<file path="src/rtl/uart_rx.sv">
// 8N1 UART receiver: 2-FF synchronizer, mid-bit sampling FSM and a small
// first-word-fall-through receive FIFO with sticky overrun/frame error flags.
module uart_rx #(
  parameter int unsigned CLKS_PER_BIT = 16,
  parameter int unsigned FIFO_DEPTH   = 4,
  parameter int unsigned FIFO_AW      = 2
) (
  input  logic       clk,
  input  logic       reset,
  input  logic       rx,
  input  logic       rx_pop,
  input  logic       clr_err,
  output logic [7:0] rx_data,
  output logic       rx_valid,
  output logic       rx_full,
  output logic       busy,
  output logic       overrun_err,
  output logic       frame_err
);

  localparam int unsigned CNT_W = $clog2(CLKS_PER_BIT);
  localparam int unsigned CW    = FIFO_AW + 1;
  localparam logic [CNT_W-1:0] CNT_HALF = CNT_W'(CLKS_PER_BIT / 2 - 1);
  localparam logic [CNT_W-1:0] CNT_LAST = CNT_W'(CLKS_PER_BIT - 1);
  localparam logic [CW-1:0]    CNT_FULL = CW'(FIFO_DEPTH);

  typedef enum logic [2:0] {IDLE, START, DATA, STOP, BRK} state_e;

  state_e             state_q, state_d;
  logic [1:0]         sync_q;
  logic               rx_s;
  logic [CNT_W-1:0]   cnt_q, cnt_d;
  logic [2:0]         bitn_q, bitn_d;
  logic [7:0]         shreg_q, shreg_d;
  logic               push;
  logic               ovr_set;
  logic               frm_set;
  logic               pop_fire;
  logic [7:0]         mem_q [FIFO_DEPTH];
  logic [FIFO_AW-1:0] wr_ptr_q, rd_ptr_q;
  logic [CW-1:0]      count_q, count_d;
  logic               overrun_q, frame_q;

  // Two-flop synchronizer; resets to the idle (high) line level.
  always_ff @(posedge clk or negedge reset) begin
    if (!reset) sync_q <= 2'b11;
    else        sync_q <= {sync_q[0], rx};
  end
  assign rx_s = sync_q[1];

  assign rx_valid = (count_q != '0);
  assign rx_full  = (count_q == CNT_FULL);
  assign pop_fire = rx_pop && rx_valid;
  assign rx_data  = mem_q[rd_ptr_q];

  // FSM state register and bit-timing datapath.
  always_ff @(posedge clk or negedge reset) begin
    if (!reset) begin
      state_q <= IDLE;
      cnt_q   <= '0;
      bitn_q  <= '0;
      shreg_q <= '0;
    end else begin
      state_q <= state_d;
      cnt_q   <= cnt_d;
      bitn_q  <= bitn_d;
      shreg_q <= shreg_d;
    end
  end

  // Next-state logic; a full FIFO still accepts when a pop frees a slot.
  always_comb begin
    state_d = state_q;
    cnt_d   = cnt_q + CNT_W'(1);
    bitn_d  = bitn_q;
    shreg_d = shreg_q;
    push    = 1'b0;
    ovr_set = 1'b0;
    frm_set = 1'b0;
    unique case (state_q)
      IDLE: begin
        cnt_d = '0;
        if (!rx_s) state_d = START;
      end
      START: begin
        if (cnt_q == CNT_HALF) begin
          cnt_d  = '0;
          bitn_d = '0;
          state_d = rx_s ? IDLE : DATA;
        end
      end
      DATA: begin
        if (cnt_q == CNT_LAST) begin
          cnt_d   = '0;
          shreg_d = {rx_s, shreg_q[7:1]};
          if (bitn_q == 3'd7) state_d = STOP;
          else                bitn_d  = bitn_q + 3'd1;
        end
      end
      STOP: begin
        if (cnt_q == CNT_LAST) begin
          cnt_d = '0;
          if (rx_s) begin
            state_d = IDLE;
            if (!rx_full || pop_fire) push    = 1'b1;
            else                      ovr_set = 1'b1;
          end else begin
            state_d = BRK;
            frm_set = 1'b1;
          end
        end
      end
      BRK: begin
        cnt_d = '0;
        if (rx_s) state_d = IDLE;
      end
      default: state_d = IDLE;
    endcase
  end

  // Output decode.
  always_comb begin
    busy = (state_q != IDLE);
  end

  always_comb begin
    count_d = count_q;
    if (push && !pop_fire)      count_d = count_q + CW'(1);
    else if (!push && pop_fire) count_d = count_q - CW'(1);
  end

  // Receive FIFO storage and pointers.
  always_ff @(posedge clk or negedge reset) begin
    if (!reset) begin
      for (int unsigned i = 0; i < FIFO_DEPTH; i++) mem_q[i] <= '0;
      wr_ptr_q <= '0;
      rd_ptr_q <= '0;
      count_q  <= '0;
    end else begin
      if (push) begin
        mem_q[wr_ptr_q] <= shreg_q;
        wr_ptr_q        <= wr_ptr_q + FIFO_AW'(1);
      end
      if (pop_fire) rd_ptr_q <= rd_ptr_q + FIFO_AW'(1);
      count_q <= count_d;
    end
  end

  // Sticky error flags; a new error wins over a simultaneous clear.
  always_ff @(posedge clk or negedge reset) begin
    if (!reset) begin
      overrun_q <= 1'b0;
      frame_q   <= 1'b0;
    end else begin
      if (ovr_set)      overrun_q <= 1'b1;
      else if (clr_err) overrun_q <= 1'b0;
      if (frm_set)      frame_q   <= 1'b1;
      else if (clr_err) frame_q   <= 1'b0;
    end
  end

  assign overrun_err = overrun_q;
  assign frame_err   = frame_q;

endmodule

</file>
<file path="config.mk">
export PLATFORM = sky130hd
export DESIGN_NAME = uart_rx
export DESIGN_NICKNAME = d
export VERILOG_FILES = /design/src/rtl/uart_rx.sv
export SDC_FILE = /design/constraint.sdc
export NUM_CORES = 1
export LEC_CHECK = 0
export CAP_MARGIN = 20
export CORE_MARGIN = 2
export CORE_UTILIZATION = 35
export DETAILED_ROUTE_END_ITERATION = 7
export GPL_ROUTABILITY_DRIVEN = 1
export PLACE_DENSITY = 0.56
export SYNTH_ARGS = -nofsm -noshare
export SYNTH_HDL_FRONTEND = slang
export SYNTH_SLANG_ARGS = --single-unit
export TNS_END_PERCENT = 1
</file>
<file path="constraint.sdc">
create_clock -name clk -period 5.2 [get_ports clk]
set_clock_uncertainty 0.2 [all_clocks]
set_input_delay 1.3 -clock clk [delete_from_list [all_inputs] [get_ports clk]]
set_output_delay 1.3 -clock clk [all_outputs]
set_load 0.005 [all_outputs]
</file>
# [Yosys cells after proc, flatten, opt, wreduce, memory -nomap -nowiden]
# Cells that the tools add are included.
[word_totals] input_bits=5 mem_count=0 latchBits=0 out_inout_bits=13 rom_bits=0 wordCells=98 ram_bits=0 reg_bits=61
[op_classes] n_mul=0 reduce_logical=20 n_mux=38 n_lt_le_gt_ge=3 eq_ne=15 shifts=0 n_addsub=6 n_bitwise=2 div=0
[op_table] op="$mux W3" n=12
[op_table] op="$bwmux W32" n=1
[op_table] op="$mux W8" n=3
[op_table] op="$bmux W8 S2" n=1
[op_table] op="$demux W8 S2" n=1
[op_table] op="$pmux W3 S5" n=1
[op_table] op="$mux W1" n=14
[op_table] op="$ne A2 B2 Y1 const B" n=7
[op_table] op="$pmux W4 S3" n=1
[op_table] op="$eq A3 B3 Y1 const B" n=3
[op_table] op="$mux W4" n=2
[op_table] op="$reduce_bool A2 Y1" n=4
[op_table] op="$add A3 B1 Y3 const B" n=2
[op_table] op="$eq A3 B2 Y1 const B" n=2
[op_table] op="$ge A3 B3 Y1 const B" n=2
[op_table] op="$not A2 Y3" n=2
[op_table] op="$pmux W3 S2" n=1
[op_table] op="$reduce_and A6 Y1" n=1
[op_table] op="$reduce_bool A3 Y1" n=2
[op_table] op="$add A2 B1 Y2 const B" n=2
[op_table] op="$add A4 B1 Y4 const B" n=1
[op_table] op="$eq A4 B3 Y1 const B" n=1
[op_table] op="$eq A4 B4 Y1 const B" n=1
[op_table] op="$logic_and A1 B1 Y1" n=4
[op_table] op="10 further kinds" n=13

# [Depth between registers and ports, before layout]
[depth] word_depth=11 ltp_mapped=11 mapped_depth_nobuf=10

# [Least setup slack after synthesis]
# OpenSTA, ideal clock, no wires.
[synth_path] path_type="input -> register" start="in rx_pop" end="reg count_q[1]" n_path_buf=1 arrival_time_ps=3025 required_ps=4875 path_stages=8 setup_time_ps=125 slack_ps=1850 cell_sequence="or4b_1 buf_6 nand3_1 inv_1 ha_1 inv_1 fa_1 mux2_2"
[synth_between] elab_cells_between_ends=12 classes_between="mux: 5; reduce/logical: 7"
[synth_rtl] item="start, declared" line="11" text="input logic rx_pop,"
[synth_rtl] item="$logic_and A1 B1 Y1" line="53" text="assign pop_fire = rx_pop && rx_valid;"
[synth_rtl] item="$logic_or A1 B1 Y1" line="105" text="if (!rx_full || pop_fire) push = 1'b1;"
[synth_rtl] item="$mux W1" line="105"
[synth_rtl] item="$mux W1" line="103" text="if (rx_s) begin"
[synth_rtl] item="$mux W1" line="101" text="if (cnt_q == CNT_LAST) begin"
[synth_rtl] item="$mux W1" line="80" text="unique case (state_q)"
[synth_rtl] item="net push" line="35" text="logic push;"
[synth_rtl] item="$logic_and A1 B1 Y1" line="128" text="if (push && !pop_fire) count_d = count_q + CW'(1);"
[synth_rtl] item="$mux W3" line="128"
[synth_rtl] item="net count_d[1]" line="41" text="logic [CW-1:0] count_q, count_d;"
[synth_rtl] item="end signal, assigned" line="145" text="count_q <= count_d;"
[synth_rtl] item="end, declared" line="41"
# The timed path passes the listed nets, and every way through them passes these cells.
# A chain may end at the register's enable or synchronous reset.

# [Worst setup path in the final report]
# Same ends and word-level chain as after synthesis.

==> impl_metrics.json <==
{
  "status": "finished, final reports clean",
  "cts_buffer_depth": 2,
  "hold_end": "sync_q[1]",
  "holdWs_ns": 0.157,
  "io_pins": 18,
  "crit_type": "input port to flop",
  "cp_max_fo": 6,
  "gp_congestion": 0.716,
  "arrival_ns": 3.69,
  "ctsResizeCount": 0,
  "wl_per_cell_um": 14.7,
  "syn_inst": 189,
  "final_util_pct": 42.2,
  "final.setup.tns_ns": 0,
  "power.share.switching_pct": 29.7,
  "viasPerCell": 4.81,
  "clockPowerShare_pct": 32.6,
  "drc": 0,
  "initial_utilization_pct": 36.3,
  "syn_avg_cell_area_sq_um": 14.8,
  "grt_antenna_before_repair": 0,
  "vdd_drop_max_v": 0.000241,
  "htreeDepth": 3,
  "dp_hpwl_um": 3070,
  "vias": 1526,
  "grt_pass1_wl_um": 8160,
  "antenna_cells": 0,
  "die_x_um": 93.5,
  "die_h_um": 93.5,
  "period_needed_ns": 3.68,
  "cp.required_ns": 5.22,
  "ys.flop_type": "dfrtp_1",
  "nets": 224,
  "final_hold_viol_count": 0,
  "yosys_warnings": 0,
  "post_cts_buffers": 0,
  "yosysTopAreaCellShare_pct": 52.6,
  "port_buffers": 17,
  "synthTopCellsByArea": "dfrtp_1, mux2_2, mux4_2",
  "fin_crit_sh_pct": 70.7,
  "placed_cells": 301,
  "hp-start": "sync_q[0]",
  "cp-end-kind": "flop",
  "r2r_cells": 10,
  "grt_usage_pct": 12.6,
  "synth_nets": 203,
  "clock_sinks": 61,
  "leakage_nw": 1.53,
  "max_slew_margin_pct": 46.0,
  "hold_path_depth": 0,
  "antenna_left": 0,
  "ctsHoldBuffers": 0,
  "grt_pass1_vias": 1636,
  "rsz0062_at_grt": "no",
  "insertion_delay_ns": 0.34,
  "finalSetupViolCount": 0,
  "r2r_end": "count_q[2]",
  "synth_most_common_cell": "dfrtp_1",
  "power_frac_comb_pct": 18.5,
  "drive_gt1_share_pct": 34.4,
  "grt_max_degree": 38,
  "slew_violations": 0,
  "synth-seq-area-share_pct": 54.5,
  "num_rows": 32,
  "tightest_slew_ns": 0.809,
  "powerDensity_mw_per_mm2": 398,
  "synth-edff-count": 0,
  "dr.first_iter.drc_count": 64,
  "p_sw_mw": 0.385,
  "ys_seq_elements": 61,
  "core-area_sq_mm": 0.00773,
  "clk_pin_slew_ns": 0.06,
  "clock.fmax_mhz": 272,
  "cts_buffers": 9,
  "max_cap_violations": 0,
  "finalNonFillerCells": 317,
  "wirelength_um": 4670,
  "synth_common_cells": "dfrtp_1, mux2_2",
  "p_int_mw": 0.912,
  "synth-async-reset-ratio_pct": 100,
  "fill_cells": 725,
  "sequentialPowerShare_pct": 48.8,
  "cts_tree": "built",
  "reg2reg_slack_ns": 2.39,
  "synth_area_sq_mm": 0.00281,
  "synth_area_leader_cell": "dfrtp_1",
  "grt-ovfl-total": 0,
  "drt_pass1_iterations": 4,
  "regToRegStartpoint": "cnt_q[0]",
  "root_buffer": "clkbuf_8",
  "syn2layout_area_growth_pct": 16.2,
  "ys_types": 35,
  "worst_setup_path_start_kind": "input port",
  "hold_class": "flop to flop",
  "die_area_sq_mm": 0.00875
}
## critical path, cell delays in order
cell and delay [ns]:
clkdlybuf4s50_1 0.44, or4b_1 0.71, nand3_1 0.23, inv_1 0.06, ha_1 0.22, inv_1 0.07
fa_1 0.40, mux2_2 0.26
## power groups by stage
stage	sequential, mW	combinational [mW]	clock (mW)
6_report	0.634	0.240	0.424
5_1_grt	0.650	0.276	0.458
4_1_cts	0.638	0.245	0.439
3_5_place_dp	0.647	0.244	0
3_3_place_gp	0.649	0.243	0
2_1_floorplan	0.575	0.245	0
## area by class of cell
type | instances | area [sq um] | share of cell area (%)
timing repair buffer | 18 | 173 | 5.30
inverter | 8 | 30.0 | 0.921
sequential | 61 | 1530 | 46.9
clock inverter | 4 | 47.5 | 1.46
multi-input combinational | 112 | 1200 | 36.8
clock buffer | 12 | 155 | 4.76
tap | 102 | 128 | 3.91
## sequential cells by signal, summed over array words and instances (netlist names), 2 cells and up
register  flops
sync_q        2
shreg_q       8
count_q       3
bitn_q        3
rd_ptr_q      2
wr_ptr_q      2
state_q       3
mem_q        32
cnt_q         4
## layer usage
metal	vias to the layer above	wire, um	track usage [%]
li1	725	-	-
met5	-	0	0
met3	7	176	4.92
met2	25	2310	19.9
met4	0	70	4.78
met1	769	2120	15.5
## cell usage in the layout (no fill, tap or decap), types with 3 or more instances in the layout
cell type,n
a211oi_1,3
and3_1,3
clkbuf_8,11
clkdlybuf4s50_1,16
dfrtp_1,59
ha_1,8
inv_1,8
mux2_1,3
mux2_2,42
mux4_2,8
nand3_1,3
nand4_4,4
nor2_1,8
xnor2_1,6
xor2_1,3
## logic make-up after synthesis
group | count (synthesis) | synth area share (%)
flops | 61 | 54.5
simple gates | 32 | 9.01
compound gates | 9 | 2.14
buf+inv | 16 | 2.77
fa+ha+maj | 9 | 4.28
xor+xnor | 9 | 2.81
mux | 53 | 24.5
## how the worst max path moves through the flow
stage,start,endpoint,cells past startpoint
floorplan,rx_pop,count_q[1],8
global placement,rx_pop,count_q[1],8
detailed placement,rx_pop,count_q[1],8
CTS,rd_ptr_q[0],rx_data[6],2
global route,rd_ptr_q[0],rx_data[6],2
finish,rx_pop,count_q[1],8
## metrics by stage
stage          cell area (sq um)  worst slack (ns)  total power [mW]
3_3_place_gp                3060              1.20             0.892
2_1_floorplan               2810              1.85             0.821
5_1_grt                     3260              1.41              1.38
6_report                    3260              1.52              1.30
3_5_place_dp                3060              1.16             0.891
4_1_cts                     3260              1.47              1.32
No activity file was read; power rests on OpenSTA's default activity.
